### config.mk
export PLATFORM = sky130hd
export DESIGN_NAME = uart_rx_param
export DESIGN_NICKNAME = d
export VERILOG_FILES = /design/src/rtl/uart_pkg.sv /design/src/rtl/uart_baud_tick.sv /design/src/rtl/uart_rx_param.sv
export SDC_FILE = /design/constraint.sdc
export NUM_CORES = 1
export LEC_CHECK = 0
export CAP_MARGIN = 25
export CORE_ASPECT_RATIO = 0.8
export CORE_UTILIZATION = 52
export CTS_CLUSTER_SIZE = 20
export DETAILED_ROUTE_END_ITERATION = 7
export PLACE_DENSITY = 0.77
export SLEW_MARGIN = 30
export SYNTH_ARGS = -nofsm -noshare
export SYNTH_HDL_FRONTEND = slang
export SYNTH_HIERARCHICAL = 1
export SYNTH_SLANG_ARGS = --single-unit
### constraint.sdc
create_clock -name clk -period 3.1 [get_ports clk]
set_clock_uncertainty 0.2 [all_clocks]
set_input_delay 0.62 -clock clk [delete_from_list [all_inputs] [get_ports clk]]
set_output_delay 0.62 -clock clk [all_outputs]
set_load 0.1 [all_outputs]
### src/rtl/uart_pkg.sv
// Shared UART types: parity mode and receiver state encodings, plus a
// 2-of-3 vote helper used by the majority-sampling build of the receiver.
package uart_pkg;

    typedef enum logic [1:0] {
        PAR_NONE = 2'b00,
        PAR_EVEN = 2'b01,
        PAR_ODD  = 2'b10
    } parity_mode_t;

    typedef enum logic [2:0] {
        IDLE,
        START,
        DATA,
        PARITY,
        STOP,
        BREAK
    } rx_state_t;

    function automatic logic maj3(input logic a, input logic b, input logic c);
        return (a & b) | (a & c) | (b & c);
    endfunction

endpackage

### src/rtl/uart_baud_tick.sv
// Oversample tick generator: free-running counter 0..baud_div-1, one-cycle
// tick on the wrap cycle. A divisor of 0 behaves as 1 (tick every cycle).
// The >= compare lets a shrinking divisor wrap at once instead of running
// the counter all the way round.
module uart_baud_tick #(
    parameter int DIV_W = 16
) (
    input  logic             clk,
    input  logic             reset,
    input  logic [DIV_W-1:0] baud_div,
    output logic             tick
);

    logic [DIV_W-1:0] cnt;
    logic [DIV_W-1:0] cnt_last;

    assign cnt_last = (baud_div == '0) ? '0 : baud_div - DIV_W'(1);
    assign tick     = (cnt >= cnt_last);

    // divisor counter, reloads to 0 on the tick cycle
    always_ff @(posedge clk or posedge reset) begin
        if (reset)
            cnt <= '0;
        else if (tick)
            cnt <= '0;
        else
            cnt <= cnt + DIV_W'(1);
    end

endmodule

### src/rtl/uart_rx_param.sv
// Parametrised UART receiver with ready/valid output and per-frame error flags.
// Optional build macro UART_RX_MAJORITY_EN: each bit is a 2-of-3 vote of the
// ticks at mid-1, mid and mid+1; otherwise the mid tick alone is used.
// The bit decision is always taken on the mid+1 tick (the mid sample is held
// one tick), so frame timing is identical in both builds.
module uart_rx_param import uart_pkg::*; #(
    parameter int DATA_W      = 8,
    parameter int OVERSAMPLE  = 16,
    parameter int DIV_W       = 16,
    parameter int STOP_BITS   = 1,
    parameter int SYNC_STAGES = 2
) (
    input  logic              clk,
    input  logic              reset,
    input  logic              rx_in,
    input  logic [DIV_W-1:0]  baud_div,
    input  logic [1:0]        parity_mode,
    output logic [DATA_W-1:0] rx_data,
    output logic              rx_valid,
    input  logic              rx_ready,
    output logic              rx_parity_err,
    output logic              rx_frame_err,
    output logic              overrun,
    output logic              busy
);

    localparam int HALF = OVERSAMPLE / 2;
    localparam int TW   = $clog2(OVERSAMPLE);
    localparam int BW   = $clog2(DATA_W);

    rx_state_t         state, state_nxt;
    logic [SYNC_STAGES-1:0] sync_q;
    logic              rx_s;
    logic              tick;
    logic              bit_s;
    logic              samp;
    logic              par_en;
    logic              last_data;
    logic              last_stop;
    logic              frame_done;
    logic [TW-1:0]     tcnt;
    logic [BW-1:0]     bitcnt;
    logic [DATA_W-1:0] shreg;
    logic              par_err_q;
    logic              ferr_q;

    // input synchroniser, idles high
    always_ff @(posedge clk or posedge reset) begin
        if (reset)
            sync_q <= '1;
        else
            sync_q <= {sync_q[SYNC_STAGES-2:0], rx_in};
    end
    assign rx_s = sync_q[SYNC_STAGES-1];

    uart_baud_tick #(.DIV_W(DIV_W)) u_tick (
        .clk      (clk),
        .reset    (reset),
        .baud_div (baud_div),
        .tick     (tick)
    );

`ifdef UART_RX_MAJORITY_EN
    logic [1:0] hist;
    // last two tick samples; with the live line they form the 3-tick window
    always_ff @(posedge clk or posedge reset) begin
        if (reset)
            hist <= '1;
        else if (tick)
            hist <= {hist[0], rx_s};
    end
    assign bit_s = maj3(hist[1], hist[0], rx_s);
`else
    logic hist;
    // previous tick sample, i.e. the mid tick when the decision is taken
    always_ff @(posedge clk or posedge reset) begin
        if (reset)
            hist <= 1'b1;
        else if (tick)
            hist <= rx_s;
    end
    assign bit_s = hist;
`endif

    assign par_en    = (parity_mode == PAR_EVEN) || (parity_mode == PAR_ODD);
    assign last_data = (bitcnt == BW'(DATA_W - 1));
    assign last_stop = (bitcnt == BW'(STOP_BITS - 1));
    assign samp      = tick && (((state == START) && (tcnt == TW'(HALF))) ||
                       (((state == DATA) || (state == PARITY) || (state == STOP)) &&
                        (tcnt == TW'(OVERSAMPLE - 1))));

    // state register
    always_ff @(posedge clk or posedge reset) begin
        if (reset)
            state <= IDLE;
        else
            state <= state_nxt;
    end

    // next-state logic, advanced on bit decisions
    always_comb begin
        state_nxt = state;
        case (state)
            IDLE:    if (tick && !rx_s) state_nxt = START;
            START:   if (samp) state_nxt = bit_s ? IDLE : DATA;
            DATA:    if (samp && last_data) state_nxt = par_en ? PARITY : STOP;
            PARITY:  if (samp) state_nxt = STOP;
            STOP:    if (samp && last_stop) state_nxt = bit_s ? IDLE : BREAK;
            BREAK:   if (rx_s) state_nxt = IDLE;
            default: state_nxt = IDLE;
        endcase
    end

    // state-derived outputs
    always_comb begin
        busy       = (state != IDLE);
        frame_done = samp && (state == STOP) && last_stop;
    end

    // tick/bit counters, shift register and per-frame error accumulators
    always_ff @(posedge clk or posedge reset) begin
        if (reset) begin
            tcnt      <= '0;
            bitcnt    <= '0;
            shreg     <= '0;
            par_err_q <= 1'b0;
            ferr_q    <= 1'b0;
        end else if ((state == IDLE) || (state == BREAK)) begin
            tcnt      <= '0;
            bitcnt    <= '0;
            par_err_q <= 1'b0;
            ferr_q    <= 1'b0;
        end else if (tick) begin
            tcnt <= samp ? '0 : tcnt + TW'(1);
            if (samp) begin
                case (state)
                    DATA: begin
                        shreg  <= {bit_s, shreg[DATA_W-1:1]};
                        bitcnt <= last_data ? '0 : bitcnt + BW'(1);
                    end
                    PARITY: begin
                        if (parity_mode == PAR_EVEN)
                            par_err_q <= ((^shreg) != bit_s);
                        else
                            par_err_q <= ((^shreg) == bit_s);
                    end
                    STOP: begin
                        bitcnt <= last_stop ? '0 : bitcnt + BW'(1);
                        if (!bit_s) ferr_q <= 1'b1;
                    end
                    default: ;
                endcase
            end
        end
    end

    // output holding register: load on completion unless an undelivered word is held
    always_ff @(posedge clk or posedge reset) begin
        if (reset) begin
            rx_data       <= '0;
            rx_valid      <= 1'b0;
            rx_parity_err <= 1'b0;
            rx_frame_err  <= 1'b0;
            overrun       <= 1'b0;
        end else begin
            overrun <= 1'b0;
            if (frame_done) begin
                if (!rx_valid || rx_ready) begin
                    rx_data       <= shreg;
                    rx_parity_err <= par_err_q;
                    rx_frame_err  <= ferr_q | ~bit_s;
                    rx_valid      <= 1'b1;
                end else begin
                    overrun <= 1'b1;
                end
            end else if (rx_valid && rx_ready) begin
                rx_valid <= 1'b0;
            end
        end
    end

endmodule
==> results.cfg <==
[logic_synthesis]
syn_avg_cell_area_um2 = 9.79
netlist_top_cells_area = dfrtp_1 (36%), ha_1 (9.3%), mux2_2 (6.4%)
async_flop_share_pct = 100
synth_top_cell_by_area = dfrtp_1
synth_area_um2 = 3350
synth_seq_cells = 51
synth_seq_area_share_pct = 38.2
synth_edf_count = 0
synthDistinctLibCells = 56
yosysMostFrequentCell = dfrtp_1
synth_flop_cell = dfrtp_1
synth_cells = 342
yosysTopAreaCellShare_pct = 35.9
ys_warn_count = 6
synth_nets = 389
synth_top_cells_by_count = dfrtp_1 (48), nand2_1 (35), ha_1 (25), xnor2_1 (22), mux2_2 (19)

[routing]
drtAntennaViolNets = 0
first_iter_violations = 225
vias = 2976
drc = 0
drt_wl_total_um = 8700
wl_per_cell_um = 17.2
drt-pass1-iter-count = 7
vias_per_cell = 5.88

[timing]
rsz0062_at_grt = yes
max_freq_mhz = 256
setup_viol = 33
fin_crit_ps = 3900
tightest_slew_ps = 677
finalHoldViolCount = 0
setup_slack_ps = -804
fin_hold_ws_ps = 164
slew_violations = 0
period_share_pct = 126
slew_headroom_pct = 54.8

[floorplanning]
dieArea_um2 = 6770
row_count = 25
die_w_um = 91.7
coreArea_um2 = 6070
io_pins = 35
die_h_um = 73.8
start_util_pct = 55.2

[cts]
clock_path_buffers = 2
cts-htree-levels = 2
cts_tree = yes
clock-sinks = 51
numCtsBuffers = 5
clk_pin_slew_ps = 100
cts-root-buf = clkbuf_8
insertion_delay_ps = 310

[setup_path]
cp.required_ps = 3100
critical_path_class = in -> reg
cp-end-kind = flop
arrival_ps = 3910
crit_path_start = baud_div[7]
r2r_slack_ps = 30
start_kind = input port
worstReg2RegStart = u_tick/cnt[15]
cp_max_fo = 5

[cells_and_area]
nNetsFinal = 471
fillers = 379
utilization_pct = 76.2
drive_above_1_share_pct = 37.6
syn_to_final_growth_pct = 38.1
diodes = 0
final-seq-area_um2 = 1280
multi_input_area_um2 = 2350

[grt]
track_usage_pct = 25.4
grt_pass1_wl_um = 13400
use_met2_pct = 39.8
grtUsageMet1_pct = 36.6
grt_pass1_vias = 2728
gr-total-overflow = 0
grt_start_max_net_pins = 36
gr-usage-met3_pct = 5.28
antenna_found_initial = 0
busiest_layer = met2

[worst_hold_path]
hold_start = sync_q[0]
holdCritPathClass = reg -> reg

[run]
drv_cap = 0

[run_status]
failed_checks = setup timing
status = complete, but fails checks

[power_and_ir_drop]
power_density_nw_per_um2 = 534
peakVddDrop_mv = 0.372
power_leakage_nw = 2.05
power.total_mw = 2.47

[placed_design]
globalplace.congestion = 0.891
io_buffers = 34
hpwl_um = 5690
[kinds of logic after synthesis]
family          Yosys count  share of synthesized area [%]
simple gates            139                           24.7
buf+inv                  28                           3.29
compound gates           44                           8.52
xor+xnor                 31                           8.11
mux                      24                           7.88
flops                    51                           38.2
fa+ha+maj                25                           9.34
[power breakdown]
group	leakage [nW]	switching, mW	total [mW]	internal, mW
Sequential	0.676	0.172	0.954	0.782
Combinational	1.33	0.571	1.10	0.526
Clock	0.0474	0.237	0.419	0.183
[registers in the layout, summed over array words and instances (netlist names), 2 cells and up]
register	count
bitcnt	3
shreg	8
u_tick/cnt	16
sync_q	2
rx_data	8
tcnt	4
state	3
[through the flow]
step | area [um^2] | worst slack [ps] | std cells | TNS, ps
2_1_floorplan | 3450 | -980 | 342 | -29310
3_3_place_gp | 4120 | -1520 | 488 | -51720
3_5_place_dp | 4120 | -1620 | 488 | -55660
4_1_cts | 4400 | -822 | 502 | -22250
5_1_grt | 4620 | -953 | 506 | -27080
6_report | 4620 | -804 | 506 | -22220
[repair_timing]
action                     in CTS  in global routing
pin swaps                      25                 29
buffers inserted                6                  6
setup endpoints to repair      49                 47
hold buffers                    0                  0
gates cloned                    1                  0
resized for setup              91                 34
[routing by layer]
layer  up-vias  wire, um
li1       1404         -
met1      1461      4110
met2        96      4020
met3        15       475
met4         0        95
met5         -         0
[cells in the final DEF (no fill, tap or decap), types with 3 or more instances in the layout]
cell	n
a2111oi_4	3
clkbuf_8	6
xnor2_1	22
o21ai_1	3
buf_6	12
a21oi_2	3
nor3_1	6
nor4_1	11
nand3_2	3
dfrtp_1	48
nand4_1	8
inv_1	13
nand2_1	32
buf_4	58
dfstp_2	3
ha_1	21
clkdlybuf4s50_1	6
nand3b_1	3
mux2_4	18
dlygate4sd2_1	5
nand3_1	10
or3_1	3
a21oi_1	9
nor2_1	11
xor2_1	9
mux2i_1	5
nor4_4	4
nor2_2	4
nand2b_1	6
ha_2	3
o21ai_0	7
nor4_2	5
nand4b_1	5
[critical path: stages]
cell	delay (ps)
buf_8	100
nor4_4	270
and4bb_2	280
nor3b_2	180
mux2i_1	110
ha_1	320
nand4_1	160
nor2_2	200
nor4b_4	240
or3_4	190
nand2_4	50
o21bai_4	180
a21o_4	220
nor3b_4	280
buf_6	190
mux2_4	310
[final cells by class]
| cell class | count | area share [%] |
|---|---|---|
| inverters | 15 | 1.22 |
| repair buffers | 88 | 16.0 |
| well taps | 81 | 2.19 |
| clock buffers | 6 | 1.79 |
| flip-flops and latches | 51 | 27.7 |
| multi-input cells | 263 | 50.7 |
| clock inverters | 2 | 0.352 |
[final timing paths]
kind	to	cells after the start
max	rx_data[0]	16
min reg2reg	sync_q[1]	0
max in group asynchronous	u_tick/cnt[5]	2
max reg2reg	rx_data[0]	11
min	sync_q[1]	0
min in group asynchronous	u_tick/cnt[7]	2
Power figures use the tool's default switching activity.
==> variant (config.mk and constraints unchanged) <==
`OVERSAMPLE`: 16 -> 32.
--- a/src/rtl/uart_rx_param.sv
+++ b/src/rtl/uart_rx_param.sv
@@ -5,7 +5,7 @@
 // one tick), so frame timing is identical in both builds.
 module uart_rx_param import uart_pkg::*; #(
     parameter int DATA_W      = 8,
-    parameter int OVERSAMPLE  = 16,
+    parameter int OVERSAMPLE  = 32,
     parameter int DIV_W       = 16,
     parameter int STOP_BITS   = 1,
     parameter int SYNC_STAGES = 2
Behaviour: same outputs for any inputs over 10 cycles, from zero or initial values and one cycle with reset high; that may be too few to reach the edited logic, so the function may still have changed.
==> variant against the unedited design <==
The run still ends with setup timing left. Die area grew 7.1%. Largest power group unchanged. Worst setup slack lost 49 ps. Via count grew 20%. Highest routed layer unchanged. Sequential cell count grew 1. Design area grew 11%. Synthesized area grew 7.2%. Wire length grew 36%. Power grew 9.2%. Largest cell class unchanged.
==> variant: results (changes against the unedited design) <==
| Metric | Value |
|---|---|
| Via/cell ratio | 6.69 (was 5.88) |
| Post-DP HPWL | 6240 µm (was 5690 µm) |
| Drt total wl | 11800 µm (was 8700 µm) |
| DR iter-0 viols | 399 (was 225) |
| Hold Crit Class | register to register (unchanged) |
| Critical path peak fanout | 6 (was 5) |
| Clk pin slew, worst setup/hold paths | 100 ps (about the same) |
| Failing checks | setup timing (unchanged) |
| Clock root cell | clkbuf_8 (unchanged) |
| Pin count of the biggest net entering global routing | 37 (was 36) |
| Critical Path AT | 3980 ps (was 3910 ps) |
| First-pass GRT wire length | 15700 µm (was 13400 µm) |
| Pwr Total | 0.00270 W (was 0.00247 W) |
| Largest Register | u_tick/cnt (unchanged) |
| First-pass iteration count of the detailed router | 5 (was 7) |
| Seq/Total Area, Yosys | 36.3% (was 38.2%) |
| R2R depth | 8 (was 11) |
| Leak | 2.34 nW (was 2.05 nW) |
| H-tree Lvls | 2 (unchanged) |
| Outcome | finished, violations left (unchanged) |
| Total GRT Usage | 27.6% (was 25.4%) |
| Layout cells sized above 1 | 42.3% (was 37.6%) |
| Peak supply drop | 0.477 mV (was 0.372 mV) |
| RePlAce Congestion | 0.926 (was 0.891) |
| Ranking of synthesized cells by area | dfrtp_1, ha_1, xnor2_1 (was dfrtp_1, ha_1, mux2_2) |
| Reg-to-reg setup timing slack | 10 ps (was 30 ps) |
| Slew Limit Headroom | 41.8% (was 54.8%) |
| Worst skew pair latency | 320 ps |
| Biggest regs | u_tick/cnt (16), rx_data (8), shreg (8) (unchanged) |
| Worst flop-to-flop path startpoint | u_tick/cnt[13]$_DFF_PP0_ (was u_tick/cnt[15]$_DFF_PP0_) |
| Vias in the first global route | 3212 (was 2728) |
| Setup ws final | -853 ps (was -804 ps) |
| CTS max path bufs | 2 (unchanged) |
| Hold path cells | 0 (unchanged) |
| Final net count | 499 (was 471) |
| Wire per inst | 22.1 µm (was 17.2 µm) |
| Post-synth top cells | dfrtp_1, nand2_1, ha_1 (unchanged) |
| Hold Path End | sync_q[1]$_DFF_PP1_ (unchanged) |
| Capturing point of the worst reg2reg path | shreg[3]$_DFFE_PP0P_ (was rx_data[0]$_DFFE_PP0P_) |
| Mapped Nets | 414 (was 389) |
| Yosys cell types | 68 (was 56) |
| Yosys warning count | 6 (unchanged) |
| Mapped Cells | 366 (was 342) |
| Placed cell count | 507 (was 488) |
| Setup violations, final | 47 (was 33) |
## variant: metal layers
| metal | GRT usage (%) | vias up | routed length (µm) |
|---|---|---|---|
| met2 | 41.6 | 218 | 5400 |
| met3 | 4.39 | 69 | 1010 |
| met5 | 0 | - | 0 |
| met4 | 6.67 | 0 | 539 |
| met1 | 41.3 | 1776 | 4870 |
| li1 | - | 1521 | - |
## variant: power by group
group | internal (W) | switching (W)
Combinational | 0.000555 | 0.000696
Clock | 0.000162 | 0.000248
Sequential | 0.000780 | 0.000255
## variant: timing repair
item / in CTS / in global routing
resized for setup: 100 / 70
setup endpoints to repair: 50 / 50
pin swaps: 34 / 39
setup buffers: 13 / 11
gates cloned: 1 / 1
## variant: cell families after synthesis
| group | share of synthesized area, % |
|---|---|
| flops | 36.3 |
| xor+xnor | 7.80 |
| fa+ha+maj | 9.06 |
| compound gates | 11.9 |
| buf+inv | 3.31 |
| mux | 7.21 |
| simple gates | 24.4 |
## variant: area by class of cell
| class | instances | area [µm²] |
|---|---|---|
| Clock inverter | 3 | 22.5 |
| Sequential cell | 52 | 1310 |
| Timing Repair Buffer | 90 | 808 |
| Clock buffer | 5 | 68.8 |
| Inverter | 14 | 52.6 |
| Fill cell | 344 | 1390 |
| Tap cell | 84 | 105 |
| Multi-Input combinational cell | 288 | 2780 |
## variant: stage by stage
step / hold WS, ps / util [%] / worst slack, ps / setup TNS, ps / cell area [µm²]
after floorplan: 145 / - / -772 / -23020 / 3700
after global placement: 147 / 65.7 / -1150 / -44250 / 4290
after detailed placement: 147 / 65.7 / -1350 / -51070 / 4290
after CTS: 161 / 71.5 / -580 / -16980 / 4680
after global routing: 167 / 78.7 / -893 / -28260 / 5140
final: 162 / 78.7 / -853 / -25590 / 5140
## variant: worst max-delay path by stage
| stage | startpoint | to | cells past startpoint |
|---|---|---|---|
| global route | baud_div[5] | rx_valid$_DFFE_PP0P_ | 17 |
| CTS | baud_div[8] | rx_data[5]$_DFFE_PP0P_ | 14 |
| detailed placement | baud_div[6] | shreg[3]$_DFFE_PP0P_ | 13 |
| global placement | baud_div[2] | rx_data[4]$_DFFE_PP0P_ | 14 |
| finish | baud_div[2] | state[0]$_DFFE_PP0P_ | 17 |
| floorplan | baud_div[2] | rx_data[0]$_DFFE_PP0P_ | 13 |
## variant: worst max-delay path: stages
cell and delay, ps:
clkdlybuf4s15_2 210, buf_4 150, or4_1 500, o21ai_0 220, nand2_1 90, nand2_1 90, ha_1 250, a21oi_1 200
o21ai_0 130, a21o_1 220, or3_4 430, buf_4 170, buf_6 120, nand2b_4 60, a2bb2oi_2 80, o22ai_2 190
mux2i_1 250
